$ cat src/rtl/window_serializer_pkg.sv
// rtl/window_serializer_pkg.sv - shared defaults and FSM state type for the window serializer
package window_serializer_pkg;

  localparam int DEF_IF_BW          = 32;
  localparam int DEF_POOL_K         = 2;
  localparam int DEF_WIN_FIFO_DEPTH = 2;

  typedef enum logic {
    S_IDLE = 1'b0,
    S_SEND = 1'b1
  } ser_state_e;

  // Pixel index width; a 1x1 window still needs a 1-bit index.
  function automatic int idx_width(input int npix);
    return (npix > 1) ? $clog2(npix) : 1;
  endfunction

endpackage

$ cat src/rtl/win_fifo.sv
// rtl/win_fifo.sv - single-clock first-word-fall-through FIFO holding whole pooling windows
module win_fifo #(
  parameter int WIDTH = 128,
  parameter int DEPTH = 2
) (
  input  logic             clk,
  input  logic             reset_n,
  input  logic             push,
  input  logic             pop,
  input  logic [WIDTH-1:0] din,
  output logic [WIDTH-1:0] dout,
  output logic             full,
  output logic             empty
);

  localparam int PW = $clog2(DEPTH);
  localparam int CW = PW + 1;

  logic [PW-1:0]    wr_ptr_q, wr_ptr_d;
  logic [PW-1:0]    rd_ptr_q, rd_ptr_d;
  logic [CW-1:0]    count_q, count_d;
  logic [WIDTH-1:0] mem_q [DEPTH];
  logic             wr_en, rd_en;

  assign full  = (count_q == CW'(DEPTH));
  assign empty = (count_q == '0);
  // A push into a full FIFO is dropped even if a pop frees a slot this cycle.
  assign wr_en = push && !full;
  assign rd_en = pop && !empty;
  assign dout  = mem_q[rd_ptr_q];

  always_comb begin
    wr_ptr_d = wr_ptr_q;
    rd_ptr_d = rd_ptr_q;
    count_d  = count_q;
    if (wr_en) wr_ptr_d = wr_ptr_q + PW'(1);
    if (rd_en) rd_ptr_d = rd_ptr_q + PW'(1);
    case ({wr_en, rd_en})
      2'b10:   count_d = count_q + CW'(1);
      2'b01:   count_d = count_q - CW'(1);
      default: count_d = count_q;
    endcase
  end

  always_ff @(posedge clk or negedge reset_n) begin
    if (!reset_n) begin
      wr_ptr_q <= '0;
      rd_ptr_q <= '0;
      count_q  <= '0;
    end else begin
      wr_ptr_q <= wr_ptr_d;
      rd_ptr_q <= rd_ptr_d;
      count_q  <= count_d;
    end
  end

  always_ff @(posedge clk) begin
    if (wr_en) mem_q[wr_ptr_q] <= din;
  end

endmodule

$ cat src/rtl/window_serializer.sv
// rtl/window_serializer.sv - buffers POOL_K x POOL_K windows and replays them one pixel per beat
module window_serializer
  import window_serializer_pkg::*;
#(
  parameter  int IF_BW      = DEF_IF_BW,
  parameter  int POOL_K     = DEF_POOL_K,
  parameter  int FIFO_DEPTH = DEF_WIN_FIFO_DEPTH,
  localparam int NPIX       = POOL_K * POOL_K
) (
  input  logic                  clk,
  input  logic                  reset_n,
  input  logic                  i_window_valid,
  input  logic [NPIX*IF_BW-1:0] i_window,
  output logic                  o_window_ready,
  output logic                  o_pixel_valid,
  output logic [IF_BW-1:0]      o_pixel,
  output logic                  o_first,
  output logic                  o_last,
  input  logic                  i_pixel_ready,
  output logic                  o_overflow
);

  localparam int              IDXW     = idx_width(NPIX);
  localparam logic [IDXW-1:0] LAST_IDX = IDXW'(NPIX - 1);

  ser_state_e            state_q, state_d;
  logic [IDXW-1:0]       idx_q, idx_d;
  logic [NPIX*IF_BW-1:0] shreg_q, shreg_d;
  logic                  overflow_q, overflow_d;
  logic                  load;
  logic [NPIX*IF_BW-1:0] fifo_dout;
  logic                  fifo_full, fifo_empty;

  win_fifo #(
    .WIDTH(NPIX * IF_BW),
    .DEPTH(FIFO_DEPTH)
  ) u_win_fifo (
    .clk    (clk),
    .reset_n(reset_n),
    .push   (i_window_valid),
    .pop    (load),
    .din    (i_window),
    .dout   (fifo_dout),
    .full   (fifo_full),
    .empty  (fifo_empty)
  );

  always_comb begin
    state_d = state_q;
    idx_d   = idx_q;
    shreg_d = shreg_q;
    load    = 1'b0;
    case (state_q)
      S_IDLE: begin
        if (!fifo_empty) begin
          load    = 1'b1;
          state_d = S_SEND;
        end
      end
      S_SEND: begin
        if (i_pixel_ready) begin
          // Chain straight into the next window on the last beat to avoid a bubble.
          if (idx_q == LAST_IDX) begin
            if (!fifo_empty) load = 1'b1;
            else             state_d = S_IDLE;
          end else begin
            idx_d = idx_q + IDXW'(1);
          end
        end
      end
      default: state_d = S_IDLE;
    endcase
    if (load) begin
      shreg_d = fifo_dout;
      idx_d   = '0;
    end
  end

  assign overflow_d = overflow_q | (i_window_valid & fifo_full);

  always_ff @(posedge clk or negedge reset_n) begin
    if (!reset_n) begin
      state_q    <= S_IDLE;
      idx_q      <= '0;
      shreg_q    <= '0;
      overflow_q <= 1'b0;
    end else begin
      state_q    <= state_d;
      idx_q      <= idx_d;
      shreg_q    <= shreg_d;
      overflow_q <= overflow_d;
    end
  end

  assign o_pixel_valid  = (state_q == S_SEND);
  assign o_pixel        = o_pixel_valid ? shreg_q[idx_q*IF_BW +: IF_BW] : '0;
  assign o_first        = o_pixel_valid && (idx_q == '0);
  assign o_last         = o_pixel_valid && (idx_q == LAST_IDX);
  assign o_window_ready = !fifo_full;
  assign o_overflow     = overflow_q;

endmodule

$ cat config.mk
export PLATFORM = sky130hd
export DESIGN_NAME = window_serializer
export DESIGN_NICKNAME = d
export VERILOG_FILES = /design/src/rtl/window_serializer_pkg.sv /design/src/rtl/win_fifo.sv /design/src/rtl/window_serializer.sv
export SDC_FILE = /design/constraint.sdc
export NUM_CORES = 1
export LEC_CHECK = 0
export CORE_UTILIZATION = 51
export CTS_CLUSTER_SIZE = 28
export DETAILED_ROUTE_END_ITERATION = 12
export MAX_ROUTING_LAYER = met4
export PLACE_DENSITY = 0.84
export SLEW_MARGIN = 20
export SYNTH_ARGS = -nofsm -noshare
export SYNTH_HDL_FRONTEND = slang
export SYNTH_SLANG_ARGS = --single-unit
$ cat constraint.sdc
create_clock -name clk -period 6.8 [get_ports clk]
set_input_delay 1.36 -clock clk [delete_from_list [all_inputs] [get_ports clk]]
set_output_delay 1.36 -clock clk [all_outputs]
set_load 0.02 [all_outputs]
==> results.md <==
* Outcome: complete, no violations
* Clk buf depth at 3
* Clock Pin Slew Worst Setup and Hold Paths at 0.06 ns
* Final Critical Period at 4.48 ns
* Crit path max fanout at 19
* DR WL/cell at 21.3 µm
* I/O pin cnt at 169
* #FFs+latches synth at 392
* Yosys top cell by area: edfxtp_1
* Layout cells sized above 1 at 35.6%
* Tcrit/Tclk final at 65.9%
* Die width at 179 µm
* Max frequency at 0.223 GHz
* Net count, final at 1099
* Die area at 31900 µm²
* First-pass GRT wire length at 46.2 mm
* Worst slew pin tran at 1.07 ns
* Critical path class: register to primary output
* Number of global-route vias before repair at 8190
* Unrepaired setup endpoints after global routing: false
* Placed insts at 1317
* Top cells by area, synth: edfxtp_1 48%, dfrtp_1 21%, mux2_2 11%
* Largest net degree at the start of global routing at 77
* Final HPWL DP at 17.6 mm
* Seq/Total Area, Yosys at 69.8%
* Setup_tns at 0 ns
* Vias per cell at 5.33
* Launch point of the worst path: idx_q[0]
* Vias at 7413
* GRT Util Overall at 19.8%
* Avg Cell Area, Syn at 20.3 µm²
* DR iter-0 viols at 434
* Mapped Nets at 919
* Reg-to-reg startpoint: idx_q[1]
* Max Clock Skew at 0.0133 ns
* Antenna cell count at 0
* Fin. Hold Viols at 0
* Req. time, crit path at 5.44 ns
* Row count at 64
* Initial core utilization at 51.8%
* Routed Antenna Nets at 0
* Max-Cap Viols at 0
* Initial antenna violation count at 0
* Share of the synthesized area in the top cell type at 48.4%
* Setup bufs post-CTS at 0
* Setup violators final at 0
* Placer Congestion at 0.748
* Placed instance area at 17700 µm²
* CTS buffer count at 40
* Wirelength, routed at 29.7 mm
* Hold path startpoint: o_overflow
* Worst Setup End Kind: primary output
* Leakage at 7.02 nW
* Worst-Skew Late Latency at 0.51 ns
* Setup crit start kind: register
* Library cells used by synthesis at 28
* Finished layout cell area at 19100 µm²
* Port bufs at 168
* CTS tree: built
* Syn. warnings at 0
* Pwr per Cell Area at 476 nW/µm²
* CTS Root Cell: clkbuf_16
* GR Overflow Total at 0
* Area growth syn-to-layout at 19.9%
* Worst VDD drop at 0.000316 V
* H-tree depth at 2
* # hold bufs at CTS at 0
* Relative slew slack at 28.7%
* CTS Sinks at 392
* Die height at 179 µm
* CP arrival at 3.12 ns
* Core region area at 30700 µm²
* Drt drc at 0
* DR pass1 iterations at 4
* Synth Instances at 784
* Final core utilization at 62.2%
* Post-CTS Resized at 0
* HP Class: register to register
* Max-slew violation count at 0
* Mapped Area at 15900 µm²
* Final std cells w/o fill at 1392
worst max-delay path: stages, from the launching register on:
cell and delay [ns]:
dfrtp_2 0.79, buf_4 0.52, mux4_2 0.58, and2_1 0.17, clkdlybuf4s50_1 0.53
worst paths after layout:
path	endpoint	slack, ns	cells past startpoint
min in group asynchronous	shreg_q[16]	0.84	1
worst max-delay path	o_pixel[26]	2.32	4
worst min-delay path	o_overflow	0.48	1
max in group asynchronous	idx_q[1]	4.47	2
worst max register to register	u_win_fifo.count_q[1]	3.84	8
worst min register to register	o_overflow	0.48	1
metal layers:
metal | vias up | GRT usage, % | part of all wire (%)
met5 | - | - | 0
met4 | 0 | 4.80 | 1.5
met3 | 35 | 3.56 | 5.2
met2 | 209 | 32.4 | 51
met1 | 3806 | 25.8 | 43
li1 | 3363 | - | -
Yosys cell counts (all sizes together):
cell type / n
edfxtp: 256
mux2: 256
dfrtp: 136
and2: 34
buf: 34
mux4: 32
clkbuf: 6
inv: 5
nand2: 4
ha: 3
nor2: 3
xnor2: 3
a22o: 2
nand2b: 2
xor2: 2
a21boi: 1
a21oi: 1
and3: 1
mux2i: 1
o21bai: 1
o22ai: 1
state kept, by name, indices dropped and copies added, names as in the netlist:
register and flops:
u_win_fifo.wr_ptr_q 1, shreg_q 128, u_win_fifo.count_q 2, u_win_fifo.rd_ptr_q 1, idx_q 2, o_overflow 1
u_win_fifo.mem_q 256, o_pixel_valid 1
cells by family after synthesis:
group,count (synthesis),synth area share (%)
buf+inv,45,2.92
fa+ha+maj,3,0.236
xor+xnor,5,0.275
flops,392,69.8
simple gates,44,1.64
mux,289,24.8
compound gates,6,0.346
layout make-up:
| cell class | count | area, µm² |
|---|---|---|
| sequential | 392 | 11100 |
| clock buffer | 65 | 1200 |
| timing repair buffer | 178 | 1800 |
| inverter | 5 | 18.8 |
| tap | 396 | 495 |
| fill | 2106 | 11600 |
| clock inverter | 9 | 101 |
| multi-input combinational | 347 | 4360 |
placed cells by master (no fill, tap or decap), types with 2 or more instances in the layout:
| cell type | netlist | routed |
|---|---|---|
| xor2_1 | 2 | 2 |
| a22o_1 | 2 | 2 |
| xnor2_1 | 3 | 3 |
| mux2_1 | 9 | 9 |
| mux2_4 | 89 | 89 |
| clkbuf_1 | 6 | 16 |
| edfxtp_1 | 256 | 256 |
| clkbuf_16 | 0 | 41 |
| buf_4 | 2 | 7 |
| clkbuf_8 | 0 | 8 |
| ha_1 | 3 | 3 |
| dfrtp_1 | 136 | 132 |
| inv_6 | 0 | 2 |
| buf_12 | 10 | 2 |
| nand2b_1 | 2 | 2 |
| mux2_2 | 158 | 158 |
| bufinv_16 | 0 | 2 |
| clkdlybuf4s50_1 | 0 | 167 |
| inv_1 | 5 | 5 |
| dfrtp_2 | 0 | 3 |
| clkinv_2 | 0 | 4 |
| mux4_2 | 32 | 32 |
| and2_1 | 34 | 34 |
| nand2_1 | 4 | 4 |
where the power goes:
part	internal [mW]	switching, mW
Sequential	3.39	0.465
Combinational	1.83	1.28
Clock	1.28	0.847
stage by stage:
step                setup slack [ns]  hold WS [ns]  power [mW]
finish                          2.32         0.477        9.08
global route                    2.14         0.486        9.52
CTS                             2.23         0.483        9.17
detailed placement              2.80         0.469        6.99
global placement                2.79         0.465        6.88
floorplan                       1.56         0.453        6.11
Power figures use the tool's default switching activity.
